<file path="src/rtl/bin_bcd_seq.sv">
// Sequential shift-add-3 binary to BCD converter, one shift per two clocks.
// Optional BCD_AUTO_CONVERT_EN: also launch in IDLE whenever bin_in differs
// from the last converted value.
// Ports: i_clk, rst_n (async, active-low), start, bin_in[WIDTH],
//        busy, done (1-cycle pulse), bcd_out[4*DIGITS] (ones in [3:0]).
module bin_bcd_seq #(
   parameter int WIDTH  = 8,
   parameter int DIGITS = 3
) (
   input  logic                  i_clk,
   input  logic                  rst_n,
   input  logic                  start,
   input  logic [WIDTH-1:0]      bin_in,
   output logic                  busy,
   output logic                  done,
   output logic [4*DIGITS-1:0]   bcd_out
);

   localparam int BW = 4 * DIGITS;
   localparam int CW = $clog2(WIDTH + 1);

   localparam logic [1:0] S_IDLE  = 2'd0;
   localparam logic [1:0] S_ADD   = 2'd1;
   localparam logic [1:0] S_SHIFT = 2'd2;
   localparam logic [1:0] S_DONE  = 2'd3;

   function automatic bit range_ok();
      longint p;
      longint m;
      p = 1;
      for (int i = 0; i < DIGITS; i++) p = p * 10;
      m = (longint'(1) << WIDTH) - 1;
      return p > m;
   endfunction

   localparam bit RANGE_OK = range_ok();

   generate
      if (!RANGE_OK) begin : g_bad_cfg
         $error("bin_bcd_seq: DIGITS too small for WIDTH");
      end
   endgenerate

   logic [1:0]       state;
   logic [WIDTH-1:0] bin_q;
   logic [BW-1:0]    scratch;
   logic [BW-1:0]    adj;
   logic [CW-1:0]    cnt;
   logic             launch;

`ifdef BCD_AUTO_CONVERT_EN
   logic [WIDTH-1:0] last_bin;

   assign launch = start | (bin_in != last_bin);

   always_ff @(posedge i_clk or negedge rst_n) begin
      if (!rst_n)
         last_bin <= '0;
      else if (state == S_IDLE && launch)
         last_bin <= bin_in;
   end
`else
   assign launch = start;
`endif

   // Per-digit +3 correction; no carry crosses a digit boundary.
   always_comb begin
      adj = scratch;
      for (int d = 0; d < DIGITS; d++) begin
         if (scratch[4*d +: 4] >= 4'd5)
            adj[4*d +: 4] = scratch[4*d +: 4] + 4'd3;
      end
   end

   always_ff @(posedge i_clk or negedge rst_n) begin
      if (!rst_n) begin
         state   <= S_IDLE;
         busy    <= 1'b0;
         done    <= 1'b0;
         bcd_out <= '0;
         bin_q   <= '0;
         scratch <= '0;
         cnt     <= '0;
      end else begin
         done <= 1'b0;
         unique case (state)
            S_IDLE: begin
               if (launch) begin
                  bin_q   <= bin_in;
                  scratch <= '0;
                  cnt     <= CW'(WIDTH);
                  busy    <= 1'b1;
                  state   <= S_ADD;
               end
            end
            S_ADD: begin
               scratch <= adj;
               state   <= S_SHIFT;
            end
            S_SHIFT: begin
               {scratch, bin_q} <= {scratch, bin_q} << 1;
               cnt   <= cnt - CW'(1);
               state <= (cnt == CW'(1)) ? S_DONE : S_ADD;
            end
            S_DONE: begin
               bcd_out <= scratch;
               done    <= 1'b1;
               busy    <= 1'b0;
               state   <= S_IDLE;
            end
            default: state <= S_IDLE;
         endcase
      end
   end

endmodule

</file>
<file path="config.mk">
export PLATFORM = sky130hd
export DESIGN_NAME = bin_bcd_seq
export DESIGN_NICKNAME = d
export VERILOG_FILES = /design/src/rtl/bin_bcd_seq.sv
export SDC_FILE = /design/constraint.sdc
export NUM_CORES = 1
export LEC_CHECK = 0
export CORE_UTILIZATION = 55
export CTS_BUF_LIST = sky130_fd_sc_hd__clkbuf_8
export CTS_CLUSTER_DIAMETER = 60
export DETAILED_ROUTE_END_ITERATION = 7
export GPL_TIMING_DRIVEN = 0
export HOLD_SLACK_MARGIN = 0.05
export PLACE_DENSITY = 0.78
export SLEW_MARGIN = 20
export SYNTH_ARGS = -nofsm -noshare
export SYNTH_HDL_FRONTEND = slang
export SYNTH_SLANG_ARGS = --single-unit
</file>
<file path="constraint.sdc">
create_clock -name i_clk -period 2.8 [get_ports i_clk]
set_input_delay 0.28 -clock i_clk [delete_from_list [all_inputs] [get_ports i_clk]]
set_output_delay 0.28 -clock i_clk [all_outputs]
set_load 0.01 [all_outputs]
</file>
==> results list, run 1 <==
- The average instance in the mapped netlist occupies 10.3 um2.
- The worst hold path terminates at busy.
* Cell with the most instances on the worst path: sky130_fd_sc_hd__inv_1
- Share of post-route cells with drive strength above 1: 18.1%
* Final setup violation count: 0
* Max IR drop VDD: 0.000454 V
- The floorplan step defined a die boundary enclosing 4430 um2.
* Final max-slew violation count: 0
* Reg2Reg Capture Point: scratch[8]
- Layout overhead on the synthesized area: 17.2%
- Yosys mapped the design onto 40 distinct sky130hd cell types.
- Achievable frequency: 0.551 GHz
- The analysis attributes to net switching a power of 0.00114 W.
- Cell-by-cell listing of the critical path: inv_1 > ha_1 > clkbuf_1 > inv_1 > o41ai_1
- Cell count after placement: 296
- Internal power of the cells: 0.00165 W
* Warning count from the yosys run: 0
* Number of instances in the synthesized netlist: 222
- The floorplan step set the die width to 66.6 um.
- Setup repair after global routing missed its margin: no
* Worst Setup End Kind: flip-flop
* First-pass GRT wire length: 7.60 mm
* Detailed-route DRC error count: 0
- Maximum root-to-sink buffer count: 2
- CTS tree: built
- Worst slack, placed: 986 ps
* Logic depth of the worst register-to-register path: 5
- Category of the critical setup timing path: reg -> reg
- Slew headroom: 68.9%
- CP max-delay cell: sky130_fd_sc_hd__dfrtp_1
- At the pin with the least slew margin, the transition time is 466 ps.
- Across all setup checks in the final design, the least slack found is 983 ps.
- Die span in y: 66.6 um
- Routed wire per std cell: 14.7 um
- The via count of the first global-routing pass was 1638.
- Pwr/cell area: 1040 nW/um2
* Sum of overflow across all layers after global routing: 0
- Entering global routing, the biggest net connects 30 pins.
* Post-route fraction of the period consumed by the critical path: 64.9%
- Proportion of power drawn by the clock network: 12.6%
* Setup slack, reg-to-reg: 980 ps
- Cell Rows: 23
- Arrival time at the worst endpoint: 2000 ps
* Sequential fraction of the synthesis area: 43.6%
- Detail Placement HPWL: 3.19 mm
- Across the routed clock network, the largest skew measured is 7.24 ps.
* Iteration-0 DRC Markers: 115
- For this design the static power due to leakage is 1.17 nW.
* Overall global routing resource usage: 22.8%
* Core Region: 4000 um2
- Sum of internal, switching and leakage power: 0.00279 W
* Minimum clock period after layout: 1820 ps
- The repair_antennas step left the layout with diodes totalling 0.
* CTS buffer count: 5
* Filler-free cell count of the finished design: 304
- The startpoint identified for the worst register-to-register timing path is state[1].
- Summing every instance area after synthesis gives 2290 um2.
- Longest individual stage delay on the worst path: 420 ps
- Launch instance of the worst min-delay path: start
* Placer congestion estimate: 0.817
- Number of I/O port buffers: 23
- Clock-pin slew of the registers on the worst-case setup and hold paths: 70 ps
- In this run the worst path has a maximum fanout of 10.
* Initial Utilization: 57.3%
- The number of antenna violations at the first check in global routing is 0.
- Setup Total Neg Slack: 0 ps
* Sequential share of power: 34.9%
- For the worst setup path, the data required time is 2990 ps.
- The synthesized design contains 40 register bits.
* Post-DRT Antenna Nets: 0
- The path class of the tightest hold or removal check is in -> reg.
- CTS placed an instance of sky130_fd_sc_hd__clkbuf_8 at the clock tree root.
* Element type at the critical path start: flip-flop
- Total of max-cap violations: 0
* Detailed-router iteration count before antenna repair: 4
* Result of the run: completed
* Fin nets: 278
- The final route contains 1736 vias.
* Number of clock sinks: 40
- The final layout contains routed wiring with a total length of 4.47 mm.
* Detailed-route vias per instance: 5.71
* Combinational fraction of design power: 52.6%
- Synthesis produced a netlist with a net count of 246.
- Net switching is 40.9% of the power.
- Counting instances, the worst hold path has a depth of 4.
- The H-tree was split into 2 levels.
- Final hold vios: 0
- The clock reaches the later pin of the worst-skew pair after 290 ps.
* I/O pin total: 25
## synthesized netlist by cell type
library cell / count / area, um2
sky130_fd_sc_hd__o311ai_1: 1 / 8.76
sky130_fd_sc_hd__nor2b_1: 1 / 6.26
sky130_fd_sc_hd__a211oi_1: 1 / 7.51
sky130_fd_sc_hd__a21oi_1: 11 / 55.1
sky130_fd_sc_hd__nand2b_1: 2 / 12.5
sky130_fd_sc_hd__nand2b_2: 2 / 17.5
sky130_fd_sc_hd__dfrtp_1: 40 / 1000
sky130_fd_sc_hd__buf_2: 3 / 15.0
sky130_fd_sc_hd__nor3_1: 1 / 5.00
sky130_fd_sc_hd__nand3_1: 8 / 40.0
sky130_fd_sc_hd__o31ai_1: 2 / 15.0
sky130_fd_sc_hd__a21oi_2: 1 / 8.76
sky130_fd_sc_hd__or3_1: 1 / 6.26
sky130_fd_sc_hd__nand4_1: 2 / 12.5
sky130_fd_sc_hd__or2_2: 1 / 6.26
sky130_fd_sc_hd__nor4bb_1: 1 / 10.0
sky130_fd_sc_hd__o221ai_1: 1 / 8.76
sky130_fd_sc_hd__a22oi_1: 1 / 7.51
sky130_fd_sc_hd__nand2b_4: 1 / 13.8
sky130_fd_sc_hd__mux2_4: 3 / 45.0
sky130_fd_sc_hd__o21ai_0: 22 / 110
sky130_fd_sc_hd__ha_1: 13 / 163
sky130_fd_sc_hd__inv_1: 19 / 71.3
sky130_fd_sc_hd__inv_2: 1 / 3.75
sky130_fd_sc_hd__nor2_1: 3 / 11.3
sky130_fd_sc_hd__a31oi_4: 2 / 42.5
sky130_fd_sc_hd__o22ai_1: 15 / 93.8
sky130_fd_sc_hd__mux2i_1: 6 / 60.1
sky130_fd_sc_hd__buf_4: 2 / 15.0
sky130_fd_sc_hd__xor2_1: 3 / 26.3
sky130_fd_sc_hd__xnor2_1: 3 / 26.3
sky130_fd_sc_hd__clkbuf_1: 6 / 22.5
sky130_fd_sc_hd__mux2_2: 20 / 225
sky130_fd_sc_hd__o41ai_1: 1 / 8.76
sky130_fd_sc_hd__a22o_1: 2 / 17.5
sky130_fd_sc_hd__nand2_1: 16 / 60.1
sky130_fd_sc_hd__nor2_2: 1 / 6.26
sky130_fd_sc_hd__o2111ai_1: 1 / 8.76
sky130_fd_sc_hd__buf_6: 1 / 11.3
sky130_fd_sc_hd__o211ai_1: 1 / 7.51
## layout by cell type, fill, tap and decap left out, types with 6 or more instances in the layout
cell and count:
sky130_fd_sc_hd__nand3_1 8, sky130_fd_sc_hd__dfrtp_1 40, sky130_fd_sc_hd__mux2_2 20, sky130_fd_sc_hd__nand2_1 16, sky130_fd_sc_hd__o21ai_0 22, sky130_fd_sc_hd__ha_1 13
sky130_fd_sc_hd__mux2i_1 6, sky130_fd_sc_hd__inv_1 20, sky130_fd_sc_hd__a21oi_1 11, sky130_fd_sc_hd__o22ai_1 15, sky130_fd_sc_hd__clkbuf_1 6, sky130_fd_sc_hd__clkdlybuf4s50_1 22
## metrics by stage
stage	utilization, %	cell area [um2]	hold WS [ps]
floorplan	-	2290	-15.6
global placement	64.7	2590	490
detailed placement	65.0	2600	187
CTS	67.2	2690	382
global route	67.2	2690	418
finish	67.2	2690	386
## worst max-delay path: cells and delay by family (launching register included)
kind,cells,cell delay [ps]
buf+inv,3,580
flops,1,420
fa+ha+maj,1,390
compound gates,1,340
## layer usage
metal / GRT usage (%) / vias up / wire [um]
met1: 29.9 / 849 / 2140
met5: 0 / - / 0
li1: - / 850 / -
met3: 5.65 / 8 / 176
met2: 36.2 / 29 / 2070
met4: 8.24 / 0 / 79
## worst max-delay path by stage
stage,endpoint,start,cells after the start,slack (ps)
after floorplan,scratch[2],state[1],6,1130
after global placement,bcd_out[11],rst_n,1,440
after detailed placement,scratch[8],state[1],5,990
after CTS,scratch[8],state[1],5,970
after global routing,scratch[8],state[0],5,800
final,scratch[8],state[1],5,980
## logic make-up (layout without fill, tap and decap cells)
group	count (synthesis)	in the layout	synth area share, %
AOI/OAI and AO/OA	62	62	17.5
xor gates and xnor gates	6	6	2.29
adders and majority gates	13	13	7.09
buffers and inverters	32	64	6.06
DFF	40	40	43.6
muxes	29	29	14.4
and+or+nand+nor	40	40	9.06
## power by group through the flow
stage          sequential, W  clock [W]  combinational (W)
4_1_cts             0.000970   0.000360            0.00148
6_report            0.000974   0.000351            0.00147
2_1_floorplan       0.000966          0            0.00106
3_5_place_dp        0.000980          0            0.00147
5_1_grt              0.00100   0.000384            0.00163
3_3_place_gp        0.000972          0            0.00143
## flip-flops by register name, indices dropped and copies added, names as in the netlist
signal   cells
busy         1
scratch     12
bcd_out     12
bin_q        8
done         1
state        2
cnt          4
## repair_timing
item                      CTS  global route
gates resized for setup     0             0
hold endpoints to repair   11             0
hold buffers                1             0
buffers inserted            0             0
## cell type report
type,instances,area (um2)
Buffer,12,63.8
Fill cell,319,1310
Sequential cell,40,1000
Inverter,20,75.1
Tap cell,50,62.6
Clock buffer,5,68.8
Timing Repair Buffer,25,255
Multi-Input combinational cell,150,1150
Clock inverter,2,8.76
(Power assumes the default switching activity.)
==> run 2, diff against run 1 <==
- clock period: 2.8 -> 1.75 ns (I/O delays scaled with it)
==> run 2 against run 1 <==
Net effect:
- global-route usage grew 0.11 points
- via count is 0.92% higher
- design area grew 2.4%
- hold slack got worse by 98 ps
==> results list, run 2 (synthesis gave the netlist of run 1 again) <==
- Path category of the worst min-delay check: in -> async
* Setup Total Neg Slack: 0 ps (unchanged)
* Largest fanout of any net on the critical path: 8 (-2)
- Layout overhead on the synthesized area: 20.0%
- Fin nets: 282 (+1.4%)
- The power after layout came to 0.00466 W (+67%).
- The clock period minus worst slack came to 1640 ps (-178 ps).
- The worst setup path is launched from a flip-flop.
- The number of antenna violations at the first check in global routing was 0 (unchanged).
* Detail Placement HPWL: 3.19 mm (unchanged)
- The starting density of the core was 57.3% (unchanged).
* Setup slack, reg-to-reg: 110 ps (-870 ps)
* CTS buffer count: 5 (unchanged)
* Final setup violation count: 0 (unchanged)
* Worst Setup End Kind: flip-flop
* Max IR drop VDD: 0.000727 V (+60%)
- The final routed wirelength across all metal layers came to 4.50 mm (+0.87%).
- The data required time of the worst path was 1930 ps (-1060 ps).
- Area of the die: 4430 um2 (unchanged)
- The share of post-route cells with drive strength above 1 is 22.9% (+4.8 points).
* Number of I/O port buffers: 23 (unchanged)
- Worst skew pair latency: 290 ps (about the same)
* Post-DRT Antenna Nets: 0 (unchanged)
* Via count of the first global-routing pass: 1654 (+0.98%)
- Final max-slew violation count: 0 (unchanged)
- Routed wire per std cell: 14.6 um (-0.44%)
- The global-route wire length before repair came to 7.63 mm (+0.37%).
- Largest registers: bcd_out (12), scratch (12), bin_q (8)
- The critical path is of the reg -> reg type.
* Post-route fraction of the period consumed by the critical path: 93.6% (+29 points)
* H-tree level count: 2 (unchanged)
* I/O pin total: 25 (unchanged)
* Area occupied by multi-input gates: 1180 um2 (+2.0%)
* Placer congestion estimate: 0.817 (unchanged)
- The power per unit of standard cell area is 1690 nW/um2 (+63%).
- Detailed-route DRC error count: 0 (unchanged)
- The transition time at the pin with the least slew margin is 482 ps (+16.4 ps).
* Antenna diode instance count: 0 (unchanged)
- The total core area was 4000 um2 (unchanged).
* Maximum root-to-sink buffer count: 2 (unchanged)
- The tree is rooted in a sky130_fd_sc_hd__clkbuf_8.
- The data arrival time of the worst path was 1820 ps (-180 ps).
- The die boundary height was 66.6 um (unchanged).
- The number of fill cells is 313 (-1.9%).
- Top library cells by usage in the layout, fill and taps aside: sky130_fd_sc_hd__dfrtp_1, sky130_fd_sc_hd__clkdlybuf4s50_1, sky130_fd_sc_hd__o21ai_0
* Vias after detailed routing: 1752 (+0.92%)
- Detailed-router iteration count before antenna repair: 4 (unchanged)
- TritonCTS built the clock tree.
- Reg2Reg Capture Point: scratch[6]
- The worst setup skew after layout came to 10.1 ps (+2.88 ps).
- Reg-to-reg startpoint: state[0]
- Slew headroom: 67.8% (-1.1 points)
- The footprint of the flip-flops and latches is 1000 um2 (unchanged).
- Worst slack, placed: -64.5 ps (-1050 ps)
* Number of clock sinks: 40 (unchanged)
* Logic depth of the worst register-to-register path: 7 (+2)
- The post-layout worst setup margin is 112 ps (-872 ps).
- The global routing usage summed across all routing layers came to 22.9% (+0.11 points).
* Final hold vios: 0 (unchanged)
- Leaving out fill and tap cells, the most frequent cell in the layout is sky130_fd_sc_hd__dfrtp_1.
- The instance area after placement was 2600 um2 (unchanged).
- Die Span X: 66.6 um (unchanged)
* Cell count after placement: 296 (unchanged)
- The number of standard cells in the final layout excluding fillers came to 308 (+1.3%).
- Final non-filler cell area: 2750 um2 (+2.4%)
- Cell Rows: 23 (unchanged)
- The violation count after the first detailed-routing iteration was 135 (+17%).
* Achievable frequency: 0.610 GHz (+11%)
* Detailed-route vias per instance: 5.69 (-0.39%)
* Result of the run: completed
- Clock-pin slew of the registers on the worst-case setup and hold paths: 80 ps (about the same)
* Sum of overflow across all layers after global routing: 0 (unchanged)
- The number of max-capacitance violations reported was 0 (unchanged).
- Pin count of the biggest net entering global routing: 30 (unchanged)
- Launch point of the critical path: state[0]
* Standby leakage power: 1.20 nW (+2.0%)
## run 2: worst max-delay path by stage
stage / end / slack (ps) / cells past startpoint
3_3_place_gp: bcd_out[11] / -500 / 1
3_5_place_dp: scratch[8] / -60 / 5
4_1_cts: scratch[6] / 7 / 6
5_1_grt: scratch[6] / -10 / 7
2_1_floorplan: scratch[2] / 80 / 6
6_report: scratch[6] / 110 / 7
## run 2: area by class of cell
class	instances	area share, %
Clock inverter	2	0.318
Buffer	11	2.45
Multi-Input combinational cell	150	42.7
Clock buffer	5	2.50
Tap cell	50	2.27
Sequential cell	40	36.4
Timing Repair Buffer	30	10.6
Inverter	20	2.73
## run 2: timing repair
action	4_1_cts	5_1_grt
setup buffers	3	2
hold endpoints to repair	11	0
endpoints found under the setup margin	6	23
hold buffers	1	0
pin swaps	0	0
gates resized for setup	3	13
## run 2: per-stage QoR
stage,hold WS [ps],utilization [%]
2_1_floorplan,-121,-
3_3_place_gp,490,64.7
3_5_place_dp,81.7,65.0
4_1_cts,277,67.9
5_1_grt,320,68.8
6_report,288,68.8
## run 2: report_power, final
| group | internal, W | total, W | switching [W] |
|---|---|---|---|
| clock network | 0.000265 | 0.000568 | 0.000303 |
| logic | 0.00126 | 0.00254 | 0.00127 |
| registers | 0.00126 | 0.00155 | 0.000297 |
| total | 0.00278 | 0.00466 | 0.00187 |
## run 2: critical path: stages (launching register included)
cell	delay, ps
sky130_fd_sc_hd__dfrtp_1	400
sky130_fd_sc_hd__inv_2	90
sky130_fd_sc_hd__ha_2	230
sky130_fd_sc_hd__nand2b_4	100
sky130_fd_sc_hd__nand2b_2	60
sky130_fd_sc_hd__buf_6	140
sky130_fd_sc_hd__a31oi_4	180
sky130_fd_sc_hd__mux2_4	310
## run 2: per-layer routing
metal	GRT usage (%)	vias up	wire length, um
li1	-	869	-
met1	30.0	844	2150
met2	36.5	31	2110
met3	5.65	8	173
met4	8.24	0	80
met5	0	-	0
==> run 3, diff against run 2 <==
- ABC_AREA: unset -> 1
- PLACE_DENSITY: 0.78 -> 0.79
==> run 3 against run 2 <==
Net effect:
- critical path depth is 2 higher
- clock-buffer cell count is 1 higher
- global-route usage is 0.90 points higher
- synthesized area decreased by 6.3%
- wire length fell by 3.8%
- non-clock buffer count is 5 lower
- register-to-register slack better by 60 ps
- cell count grew 11%
- via count is 0.68% higher
- critical path type unchanged
- design area shrank 6.8%
- largest cell class is now sequential cells
==> results list, run 3 <==
* Result of the run: completed
* Setup repair after global routing missed its margin: no
* Largest fanout of any net on the critical path: 5 (-3)
* Mean instance size in the synthesized netlist: 8.29 um2 (-20%)
- Area occupied by multi-input gates: 967 um2 (-18%)
- The number of max-capacitance violations reported came to 0 (unchanged).
- First-pass GRT wire length: 7.45 mm (-2.4%)
* Category of the critical setup timing path: reg -> reg
- Pin count of the biggest net entering global routing: 25 (-17%)
- By count the netlist is led by sky130_fd_sc_hd__nand2_1, sky130_fd_sc_hd__dfrtp_1, sky130_fd_sc_hd__inv_1.
- Cell Rows: 22 (-4.3%)
- The violation count after the first detailed-routing iteration was 88 (-35%).
* I/O pin total: 25 (unchanged)
- Worst slack, placed: 161 ps (+226 ps)
* CP max-delay cell: sky130_fd_sc_hd__dfrtp_1
* Number of I/O port buffers: 24 (+4.3%)
- The largest registers in the layout are bcd_out (12), scratch (12), bin_q (8).
* Sequential fraction of the synthesis area: 46.6% (+2.9 points)
* Worst skew pair latency: 290 ps (about the same)
- STA classifies the critical path startpoint as a flip-flop.
- The net count of the mapped netlist was 283 (+15%).
- The count of buffer and inverter cells on the critical path came to 2 (unchanged).
- Pwr/cell area: 1780 nW/um2 (+5.0%)
- Least-Margin Pin Slew: 386 ps (-96.0 ps)
* Cell type with the largest total area after synthesis: sky130_fd_sc_hd__dfrtp_1
- The largest incremental delay on the critical path was 430 ps (+30 ps).
- Overall global routing resource usage: 23.8% (+0.90 points)
- Minimum clock period after layout: 1580 ps (-60.0 ps)
* Number of clock sinks: 40 (unchanged)
- The proportion of netlist area held by the largest area contributor came to 46.6% (+2.9 points).
- The total vias in the final route is 1764 (+0.68%).
- Routed wire per std cell: 12.7 um (-13%)
* Number of distinct library cells after synthesis: 22 (-45%)
- The data arrival time of the worst path came to 1810 ps (about the same).
- The total of flip-flops plus latches after synthesis was 40 (unchanged).
- The die footprint was 4160 um2 (-6.1%).
- Detailed-router iteration count before antenna repair: 4 (unchanged)
* Family of cells with the greatest summed delay on the critical path: simple AND/OR/NAND/NOR gates
* Post-route fraction of the period consumed by the critical path: 90.2% (-3.4 points)
- Setup slack, reg-to-reg: 170 ps (+60 ps)
* Asr flop ratio synth: 100% (unchanged)
- For this run, the leading register cell type out of synthesis is sky130_fd_sc_hd__dfrtp_1.
* Antenna diode instance count: 0 (unchanged)
- Die span in y: 64.5 um (-3.1%)
- The gate count of the mapped netlist is 259 (+17%).
* Number of flops mapped to enable cells by yosys: 0 (unchanged)
- Detailed-route DRC error count: 0 (unchanged)
- Traced cell by cell, the critical path runs through inv_1 > ha_1 > inv_2 > nor2_4 > nor2_4 > o21ai_2 > nor2_4 > nand2_1 > nand2_1.
- In the layout the commonest cells are sky130_fd_sc_hd__nand2_1, sky130_fd_sc_hd__dfrtp_1, sky130_fd_sc_hd__inv_1.
* Drt total wl: 4.33 mm (-3.8%)
- The count of final setup violators is 0 (unchanged).
* Area post-placement: 2460 um2 (-5.3%)
- Maximum root-to-sink buffer count: 2 (unchanged)
* Path category of the worst min-delay check: in -> async
- Standby leakage power: 1.29 nW (+8.2%)
- The total core area was 3720 um2 (-7.1%).
- The detail-routed via count per cell came to 5.17 (-9.1%).
- TritonCTS built the clock tree.
- The achievable frequency is 0.634 GHz (+3.8%).
* Clock Skew: 7.83 ps (-2.29 ps)
- Data required time at the worst endpoint: 1980 ps (+50 ps)
- Number of antenna violations at the first check in global routing: 0 (unchanged)
- The tightest slew margin relative to the limit was 74.2% (+6.4 points).
- Worst Hold Slack: 333 ps (+44.2 ps)
- The final net count was 316 (+12%).
- In the post-synthesis netlist, the cell with the most instances is sky130_fd_sc_hd__nand2_1.
* Most common library cell in the layout ignoring fill and taps: sky130_fd_sc_hd__nand2_1
- CTS placed an instance of sky130_fd_sc_hd__clkbuf_8 at the clock tree root.
* Post-route worst setup slack: 172 ps (+60.0 ps)
- Warning count from the yosys run: 0 (unchanged)
* CTS buffer count: 5 (unchanged)
- Post-DRT Antenna Nets: 0 (unchanged)
- The x dimension of the die is 64.5 um (-3.1%).
- Ranked by total cell area, the synthesized netlist is headed by sky130_fd_sc_hd__dfrtp_1, sky130_fd_sc_hd__nand2_1, sky130_fd_sc_hd__ha_1, sky130_fd_sc_hd__inv_1, sky130_fd_sc_hd__o21ai_0.
* H-tree level count: 2 (unchanged)
- Share of post-route cells with drive strength above 1: 11.6% (-11 points)
* Reg area: 1000 um2 (unchanged)
- The sum of net half-perimeters after detailed placement is 3.08 mm (-3.5%).
* Max IR drop VDD: 0.000868 V (+19%)
- Final max-slew violation count: 0 (unchanged)
- The total congestion overflow after global routing came to 0 (unchanged).
* Via count of the first global-routing pass: 1614 (-2.4%)
* Sum of internal, switching and leakage power: 0.00456 W (-2.1%)
- The finished layout cell area came to 2570 um2 (-6.8%).
- Synthesized area: 2150 um2 (-6.3%)
- Final hold vios: 0 (unchanged)
* Initial Utilization: 57.8% (+0.48 points)
- The placer's final routability congestion estimate was 0.824 (+0.82%).
* Worst Setup End Kind: flip-flop
* Clock-pin slew of the registers on the worst-case setup and hold paths: 80 ps (about the same)
- The number of fill cells was 297 (-5.1%).
- Cell with the most instances on the worst path: sky130_fd_sc_hd__nor2_4
- The final-layout setup total negative slack came to 0 ps (unchanged).
- The area growth from synthesis to layout is 19.5%.
## run 3: cell types whose count changed after synthesis, sizes merged, moves of 4 or more
cell    previous run  this run
nand2             16       102
a21oi             12         2
inv               20        26
o21ai             22        18
mux2i              6         0
nand2b             5         0
a31oi              2         8
clkbuf             6         0
mux2              23         0
nor2               4        17
o22ai             15        10
buf                6        10
## run 3: layer usage
metal  share of wire, %  global-route usage (%)  vias to the layer above
li1                   -                       -                      886
met1                 48                    31.7                      826
met2                 46                    37.2                       44
met3                4.0                    5.63                        8
met4                1.8                    10.0                        0
met5                  0                       0                        -
## run 3: path summary, 6_finish.rpt
| kind | startpoint | to | cells past startpoint |
|---|---|---|---|
| min | rst_n | cnt[2] | 2 |
| max in group asynchronous | rst_n | bin_q[1] | 3 |
| max reg2reg | state[1] | scratch[1] | 9 |
| min in group i_clk | bin_in[5] | bin_q[5] | 3 |
| min reg2reg | bcd_out[2] | bcd_out[2] | 2 |
| max | state[1] | scratch[1] | 9 |
## run 3: layout make-up
type                       instances  share of cell area (%)
sequential                        40                    39.0
multi-input combinational        183                    37.7
timing repair buffer              26                    10.3
inverter                          26                    4.10
clock buffer                       6                    3.22
buffer                            10                    3.02
tap                               48                    2.34
clock inverter                     2                   0.293
## run 3: where the power goes
group          switching (W)  internal [W]  total, W
Sequential          0.000208       0.00128   0.00149
Combinational        0.00147      0.000985   0.00245
Clock               0.000310      0.000310  0.000620
## run 3: repair_timing
| item | 4_1_cts | 5_1_grt |
|---|---|---|
| hold buffers | 1 | 0 |
| endpoints found under the hold margin | 16 | 0 |
| setup endpoints to repair | 0 | 3 |
| resized for setup | 0 | 1 |
| buffers inserted | 0 | 0 |
## run 3: logic make-up after synthesis
group                    count (synthesis)  synth area share [%]
flip-flops                              40                  46.6
AO/OA/AOI/OAI                           38                  11.6
AND/OR/NAND/NOR                        132                  25.7
buffers and inverters                   36                  8.50
adder cells (fa/ha/maj)                 13                  7.57
## run 3: worst reg2reg max path: stages, from the launching register on
cell and delay, ps:
sky130_fd_sc_hd__dfrtp_1 430, sky130_fd_sc_hd__inv_1 110, sky130_fd_sc_hd__ha_1 270, sky130_fd_sc_hd__inv_2 90, sky130_fd_sc_hd__nor2_4 40, sky130_fd_sc_hd__nor2_4 160
sky130_fd_sc_hd__o21ai_2 130, sky130_fd_sc_hd__nor2_4 150, sky130_fd_sc_hd__nand2_1 80, sky130_fd_sc_hd__nand2_1 60
## run 3: stage by stage
step,cells,util (%)
final,341,69.1
after global routing,341,69.1
after floorplan,259,-
after global placement,331,65.9
after detailed placement,332,66.3
after CTS,341,69.0
